===== src/rtl/fractal_sync_req.sv =====
// Core-side requester for a fractal synchronization node: turns PE barrier requests into
// sync pulses, tracks outstanding ids in a pending bitmap and queues wake responses.
module fractal_sync_req #(
    parameter int AGGR_WIDTH = 1,
    parameter int LVL_WIDTH  = 1,
    parameter int ID_WIDTH   = 1
) (
    input  logic                  clk_i,
    input  logic                  rst_ni,
    input  logic                  req_valid_i,
    output logic                  req_ready_o,
    input  logic [AGGR_WIDTH-1:0] req_aggr_i,
    input  logic [ID_WIDTH-1:0]   req_id_i,
    output logic                  rsp_valid_o,
    input  logic                  rsp_ready_i,
    output logic [LVL_WIDTH-1:0]  rsp_lvl_o,
    output logic [ID_WIDTH-1:0]   rsp_id_o,
    output logic                  rsp_error_o,
    output logic                  sync_o,
    output logic [AGGR_WIDTH-1:0] aggr_o,
    output logic [ID_WIDTH-1:0]   id_req_o,
    input  logic                  wake_i,
    input  logic [LVL_WIDTH-1:0]  lvl_i,
    input  logic [ID_WIDTH-1:0]   id_rsp_i,
    input  logic                  error_i,
    output logic [ID_WIDTH:0]     pending_cnt_o,
    output logic                  spurious_o,
    output logic                  overflow_o
);
    localparam int NUM_IDS = 2 ** ID_WIDTH;
    localparam int ENTRY_W = LVL_WIDTH + ID_WIDTH + 1;

    logic [NUM_IDS-1:0] pend;
    logic [NUM_IDS-1:0] pend_next;
    logic [ENTRY_W-1:0] fifo_head;
    logic [ENTRY_W-1:0] fifo_tail;
    logic [ENTRY_W-1:0] head_next;
    logic [ENTRY_W-1:0] tail_next;
    logic [ENTRY_W-1:0] wake_entry;
    logic [1:0]         fifo_cnt;
    logic [1:0]         cnt_next;
    logic               accept;
    logic               wake_hit;
    logic               pop;
    logic               full;
    logic               push;

    assign req_ready_o = !pend[req_id_i];
    assign accept      = req_valid_i && req_ready_o;
    assign wake_hit    = wake_i && pend[id_rsp_i];
    assign pop         = rsp_valid_o && rsp_ready_i;
    // A pop in the same cycle frees a slot, so only a non-popping full FIFO drops.
    assign full        = (fifo_cnt == 2'd2) && !pop;
    assign push        = wake_hit && !full;
    assign wake_entry  = {lvl_i, id_rsp_i, error_i};

    assign {rsp_lvl_o, rsp_id_o, rsp_error_o} = fifo_head;

    // A same-id wake cannot hit while an accept for that id is possible, so set after clear is safe.
    always_comb begin
        pend_next = pend;
        if (wake_hit) pend_next[id_rsp_i] = 1'b0;
        if (accept)   pend_next[req_id_i] = 1'b1;
    end

    always_comb begin
        head_next = fifo_head;
        tail_next = fifo_tail;
        cnt_next  = fifo_cnt;
        if (pop) begin
            head_next = fifo_tail;
            cnt_next  = fifo_cnt - 2'd1;
        end
        if (push) begin
            if (cnt_next == 2'd0) head_next = wake_entry;
            else                  tail_next = wake_entry;
            cnt_next = cnt_next + 2'd1;
        end
    end

    always_ff @(posedge clk_i or negedge rst_ni) begin
        if (!rst_ni) begin
            pend          <= '0;
            pending_cnt_o <= '0;
            sync_o        <= 1'b0;
            aggr_o        <= '0;
            id_req_o      <= '0;
            spurious_o    <= 1'b0;
            overflow_o    <= 1'b0;
            fifo_head     <= '0;
            fifo_tail     <= '0;
            fifo_cnt      <= 2'd0;
            rsp_valid_o   <= 1'b0;
        end else begin
            pend          <= pend_next;
            pending_cnt_o <= pending_cnt_o + (ID_WIDTH+1)'(accept) - (ID_WIDTH+1)'(wake_hit);
            sync_o        <= accept;
            if (accept) begin
                aggr_o   <= req_aggr_i;
                id_req_o <= req_id_i;
            end
            spurious_o    <= wake_i && !pend[id_rsp_i];
            overflow_o    <= overflow_o || (wake_hit && full);
            fifo_head     <= head_next;
            fifo_tail     <= tail_next;
            fifo_cnt      <= cnt_next;
            rsp_valid_o   <= (cnt_next != 2'd0);
        end
    end
endmodule


===== config.mk =====
export PLATFORM = sky130hd
export DESIGN_NAME = fractal_sync_req
export DESIGN_NICKNAME = d
export VERILOG_FILES = /design/src/rtl/fractal_sync_req.sv
export SDC_FILE = /design/constraint.sdc
export NUM_CORES = 1
export LEC_CHECK = 0
export CORE_MARGIN = 1
export CORE_UTILIZATION = 34
export DETAILED_ROUTE_END_ITERATION = 8
export HOLD_SLACK_MARGIN = 0.1
export PLACE_DENSITY_LB_ADDON = 0.08
export SYNTH_ARGS = -nofsm -noshare
export SYNTH_HDL_FRONTEND = slang
export SYNTH_SLANG_ARGS = --single-unit

===== constraint.sdc =====
create_clock -name clk_i -period 2.24 [get_ports clk_i]
set_input_delay 0.448 -clock clk_i [delete_from_list [all_inputs] [get_ports clk_i]]
set_output_delay 0.448 -clock clk_i [all_outputs]
set_load 0.01 [all_outputs]

# Word level (Yosys, flattened, before mapping)
# Cells that the tools add are included.
# totals
regBits	18
inputBits	10
out_inout_bits	12
wordCells	56
# op_classes
add_sub_neg	4
magnitude_cmp	4
n_eq_ne	1
muxes	15
bitwise	4
reduce_logical	17
# op_table
cell	count
$logic_and 1x1->1	9
$mux 3	3
$mux 2	4
$mux 1	6
$logic_not 1->1	4
$lt 1x2->1 const B	2
$add 2x1->2	1
$add 2x1->2 const B	1
$and 2x2->2	1
$demux 1 s1	2
$eq 2x2->1 const B	1
$ge 1x1->1 const B	2
$logic_not 2->1	1
$not 2->2	1
$or 2x2->2	1
$reduce_and 2->1	1
$reduce_bool 2->1	1
$sub 2x1->2	1
$sub 2x1->2 const B	1
$logic_or 1x1->1	1
$not 1->1	1

# Longest topological paths before layout
# Gate-level depths: netlist of the first run.
# logic_depth
word_depth	9
depth_mapped	7
ltp_nobuf	7

# Worst setup path before layout of the first run
# Ideal clock, no wire load.
# synth_timing
kind	in2reg
startpoint	input req_id_i
endpoint	register pending_cnt_o[1]
setup_time_ps	123
t_arrival_ps	1519
t_required_ps	2117
slack_ps	598
cell_stages	6
n_path_buf	0
path_cell_list	mux2i_1 -> nand2_1 -> xor2_1 -> ha_1 -> xor2_1 -> xnor2_1
# synth_via
elab_chain_cells	6
# synth_lines
item	line	text
start, declared	13	input logic [ID_WIDTH-1:0] req_id_i,
$mux 1 (implied by the code) (2 in series)	48	assign req_ready_o = !pend[req_id_i];
$logic_not 1->1	48	
$logic_and 1x1->1	49	assign accept = req_valid_i && req_ready_o;
$add 2x1->2	96	pending_cnt_o <= pending_cnt_o + (ID_WIDTH+1)'(accept) - (ID_WIDTH+1)'(wake_hit);
$sub 2x1->2	96	
end signal, assigned	96	
end, declared	26	output logic [ID_WIDTH:0] pending_cnt_o,
# No other way between the ends. The select of a mux whose other input is x is not followed.
# A chain may end at the register's enable or synchronous reset.

# Final worst setup path of the first run
# layout_timing
startpoint	input req_id_i
endpoint	output req_ready_o
# layout_via
elab_chain_cells	3
# layout_lines
item	line	text
$mux 1 (implied by the code) (2 in series)	48	
$logic_not 1->1	48	
end, declared	11	output logic req_ready_o,
# No other way between the ends. The select of a mux whose other input is x is not followed.

==> impl_metrics.py, run 1 <==
metrics = {
    "status": {
        "status": "complete, no violations",
    },
    "synth": {
        "synthXorXnorAreaFrac_pct": 4.81,
        "synth_area_leaders": "dfrtp_1 50%, mux2i_1 6.6%, mux2_4 6.6%",
        "syn_area_um2": 910,
        "syn_inst": 78,
        "synth_top_cell_by_area": "dfrtp_1",
        "syn_avg_cell_area_um2": 11.7,
        "synth_cell_types": 27,
        "synth_simple_gate_area_share_pct": 11.3,
        "ys_warn_count": 0,
        "muxShareOfSynthArea_pct": 14.4,
        "synthAdderAreaFrac_pct": 4.13,
        "syn_nets": 91,
        "synth_top_area_share_pct": 49.5,
        "synth_seq_cells": 18,
        "synth.yosys.seq_area_share_pct": 49.5,
        "synth-compound-area-share_pct": 11.7,
        "synth_top_family_by_area": "multiplexers",
    },
    "placed_design": {
        "hpwl_um": 1290,
        "pre_cts_slack_ns": 0.0471,
        "port_buffers": 21,
        "place.gp.congestion": 0.764,
    },
    "final_layout": {
        "mostFrequentLayoutCells": "21 x clkdlybuf4s50_1, 18 x dfrtp_1, 8 x buf_4",
        "nNetsFinal": 124,
        "area_growth_pct": 35.1,
        "utilization_pct": 49.1,
        "final_common_cell": "clkdlybuf4s50_1",
        "diodes": 0,
        "drive_gt1_share_pct": 18.3,
    },
    "die": {
        "die_x_um": 53.7,
        "pin_count": 22,
        "coreArea_um2": 2500,
        "die-area_um2": 2890,
        "die_y_um": 53.7,
        "num_rows": 18,
        "initial_core_util_pct": 36.4,
    },
    "clocking": {
        "cts_inserted_buffers": 3,
        "htree_levels": 1,
        "cts.path.max_buffers": 2,
        "clk_latency_ns": 0.28,
        "clock_sinks": 18,
        "cts_resized": 0,
        "cts_tree": "built",
        "hold_buffers": 0,
        "cts_root_buf": "clkbuf_4",
        "clk_pin_slew_ns": 0.10,
    },
    "routing": {
        "drc": 0,
        "antenna_left": 0,
        "drtPass1Iterations": 6,
        "wl_um": 1740,
        "routed_via_density": 4.91,
        "vias": 683,
        "first_iter_violations": 9,
        "wl_per_cell_um": 12.5,
    },
    "sta": {
        "post-route-period-util_pct": 99.4,
        "fmax_mhz": 449,
        "fin_tns_setup_ns": 0,
        "finalSetupViolCount": 0,
        "maxSlewViolCount": 0,
        "relSlewSlack_pct": 81.9,
        "worst_pin_slew_ns": 0.271,
        "final.min_clock_period_ns": 2.23,
        "clock_skew_ns": 0.00271,
        "finalWorstSetupSlack_ns": 0.0127,
        "final_hold_viol_count": 0,
    },
    "setup_path": {
        "required_ns": 1.79,
        "cp_max_fo": 2,
        "crit_top_cell": "clkdlybuf4s50_1",
        "worstPathArrival_ns": 1.78,
        "path_cells": "clkdlybuf4s50_1, mux2i_1, clkdlybuf4s50_1",
        "cpLargestDelayFamily": "buffers and inverters",
        "crit_type": "input pin to primary output",
        "cpPeakStageDelay_ns": 0.57,
        "cp_slowest_cell": "clkdlybuf4s50_1",
        "cp-end-kind": "primary output",
        "cp-start-kind": "input pin",
        "path_buf_inv": 2,
    },
    "global_routing": {
        "grt_pass1_wl_um": 2870,
        "grt_usage_pct": 14.0,
        "grt-ovfl-total": 0,
        "grt_pass1_vias": 661,
        "antenna_found_initial": 0,
        "grt_start_max_net_pins": 19,
    },
    "power_and_ir_drop": {
        "irDropWorstVdd_v": 0.000636,
        "leakage_uw": 0.000566,
        "power_density_nw_per_um2": 1200,
        "finalPower_uw": 1470,
    },
    "flow_run": {
        "cap_violations": 0,
    },
    "hold_path": {
        "hp-class": "input pin to asynchronous set/reset pin",
    },
}
-- worst paths after layout --
check                       startpoint           end  slack [ns]  cells past startpoint
max                           req_id_i   req_ready_o        0.01                      3
min                             rst_ni    spurious_o        0.49                      2
max reg2reg                fifo_cnt[0]  fifo_head[1]        0.35                      7
min reg2reg                 overflow_o    overflow_o        0.50                      1
max in group asynchronous       rst_ni    overflow_o        1.55                      2
min in group clk_i          overflow_o    overflow_o        0.50                      1
-- power by group --
part / switching [µW] / internal, µW
combinational: 322 / 433
clock: 95.5 / 62.3
sequential: 93.9 / 462
total: 512 / 958
-- cells in the mapped netlist --
master / n
nor2_4: 1
nand4_1: 1
a311oi_1: 1
a211o_1: 1
xnor2_1: 3
nand3_1: 2
and2_1: 1
nand2_4: 1
nor2_1: 5
o31ai_1: 2
mux2_2: 1
buf_6: 1
nand4b_1: 1
o21ai_0: 3
mux2_4: 4
a31oi_1: 1
ha_1: 3
o21bai_1: 1
nand3_4: 1
a21oi_1: 7
a21bo_2: 1
mux2i_1: 6
nand2_1: 2
inv_1: 7
nor3_1: 1
xor2_1: 2
dfrtp_1: 18
-- sequential cells by signal (all words and copies together) (netlist names), 2 cells and up --
name / cells
fifo_cnt: 2
pending_cnt_o: 2
fifo_head: 3
pend: 2
fifo_tail: 3
-- area by class of cell --
type / instances / area, µm²
fillers: 242 / 1270
flip-flops and latches: 18 / 450
multi-input cells: 52 / 422
repair buffers: 29 / 270
well taps: 30 / 37.5
inverters: 7 / 26.3
clock buffers: 3 / 22.5
-- what timing repair did --
action,in CTS,in global routing
setup endpoints to repair,0,1
buffers inserted,0,1
hold endpoints to repair,0,0
-- worst reg2reg max path, delay by kind of cell, from the launching register on --
family	cells	cell delay, ns
buffers and inverters	1	0.07
multiplexers	1	0.19
AND/OR/NAND/NOR	2	0.44
adder cells (fa/ha/maj)	2	0.57
AO/OA/AOI/OAI	1	0.06
flip-flops	1	0.46
-- routing by layer --
layer | global-route usage (%) | wire length [µm] | vias to the layer above | part of all wire, %
met3 | 2.54 | 44 | 2 | 2.5
met1 | 19.3 | 884 | 335 | 51
met2 | 21.0 | 790 | 10 | 46
met4 | 6.58 | 16 | 0 | 0.92
met5 | 0 | 0 | - | 0
li1 | - | - | 336 | -
-- stage by stage --
step | instance area (µm²) | instances | hold WS (ns)
global placement | 1200 | 135 | 0.465
detailed placement | 1200 | 135 | 0.466
floorplan | 910 | 78 | 0.152
finish | 1230 | 139 | 0.487
CTS | 1220 | 138 | 0.493
global route | 1230 | 139 | 0.507
-- kinds of logic after synthesis --
family,count (synthesis)
xor+xnor,5
mux,11
compound gates,17
simple gates,16
flops,18
fa+ha+maj,3
buf+inv,8
No activity file was read; power rests on OpenSTA's default activity.
==> run 2: changes to the inputs <==
--- a/config.mk
+++ b/config.mk
@@ -5,6 +5,7 @@
 export SDC_FILE = /design/constraint.sdc
 export NUM_CORES = 1
 export LEC_CHECK = 0
+export CAP_MARGIN = 20
 export CORE_MARGIN = 1
 export CORE_UTILIZATION = 34
 export DETAILED_ROUTE_END_ITERATION = 8
==> results of run 2 <==
Final layout, timing and power as in run 1 (identical DEF).
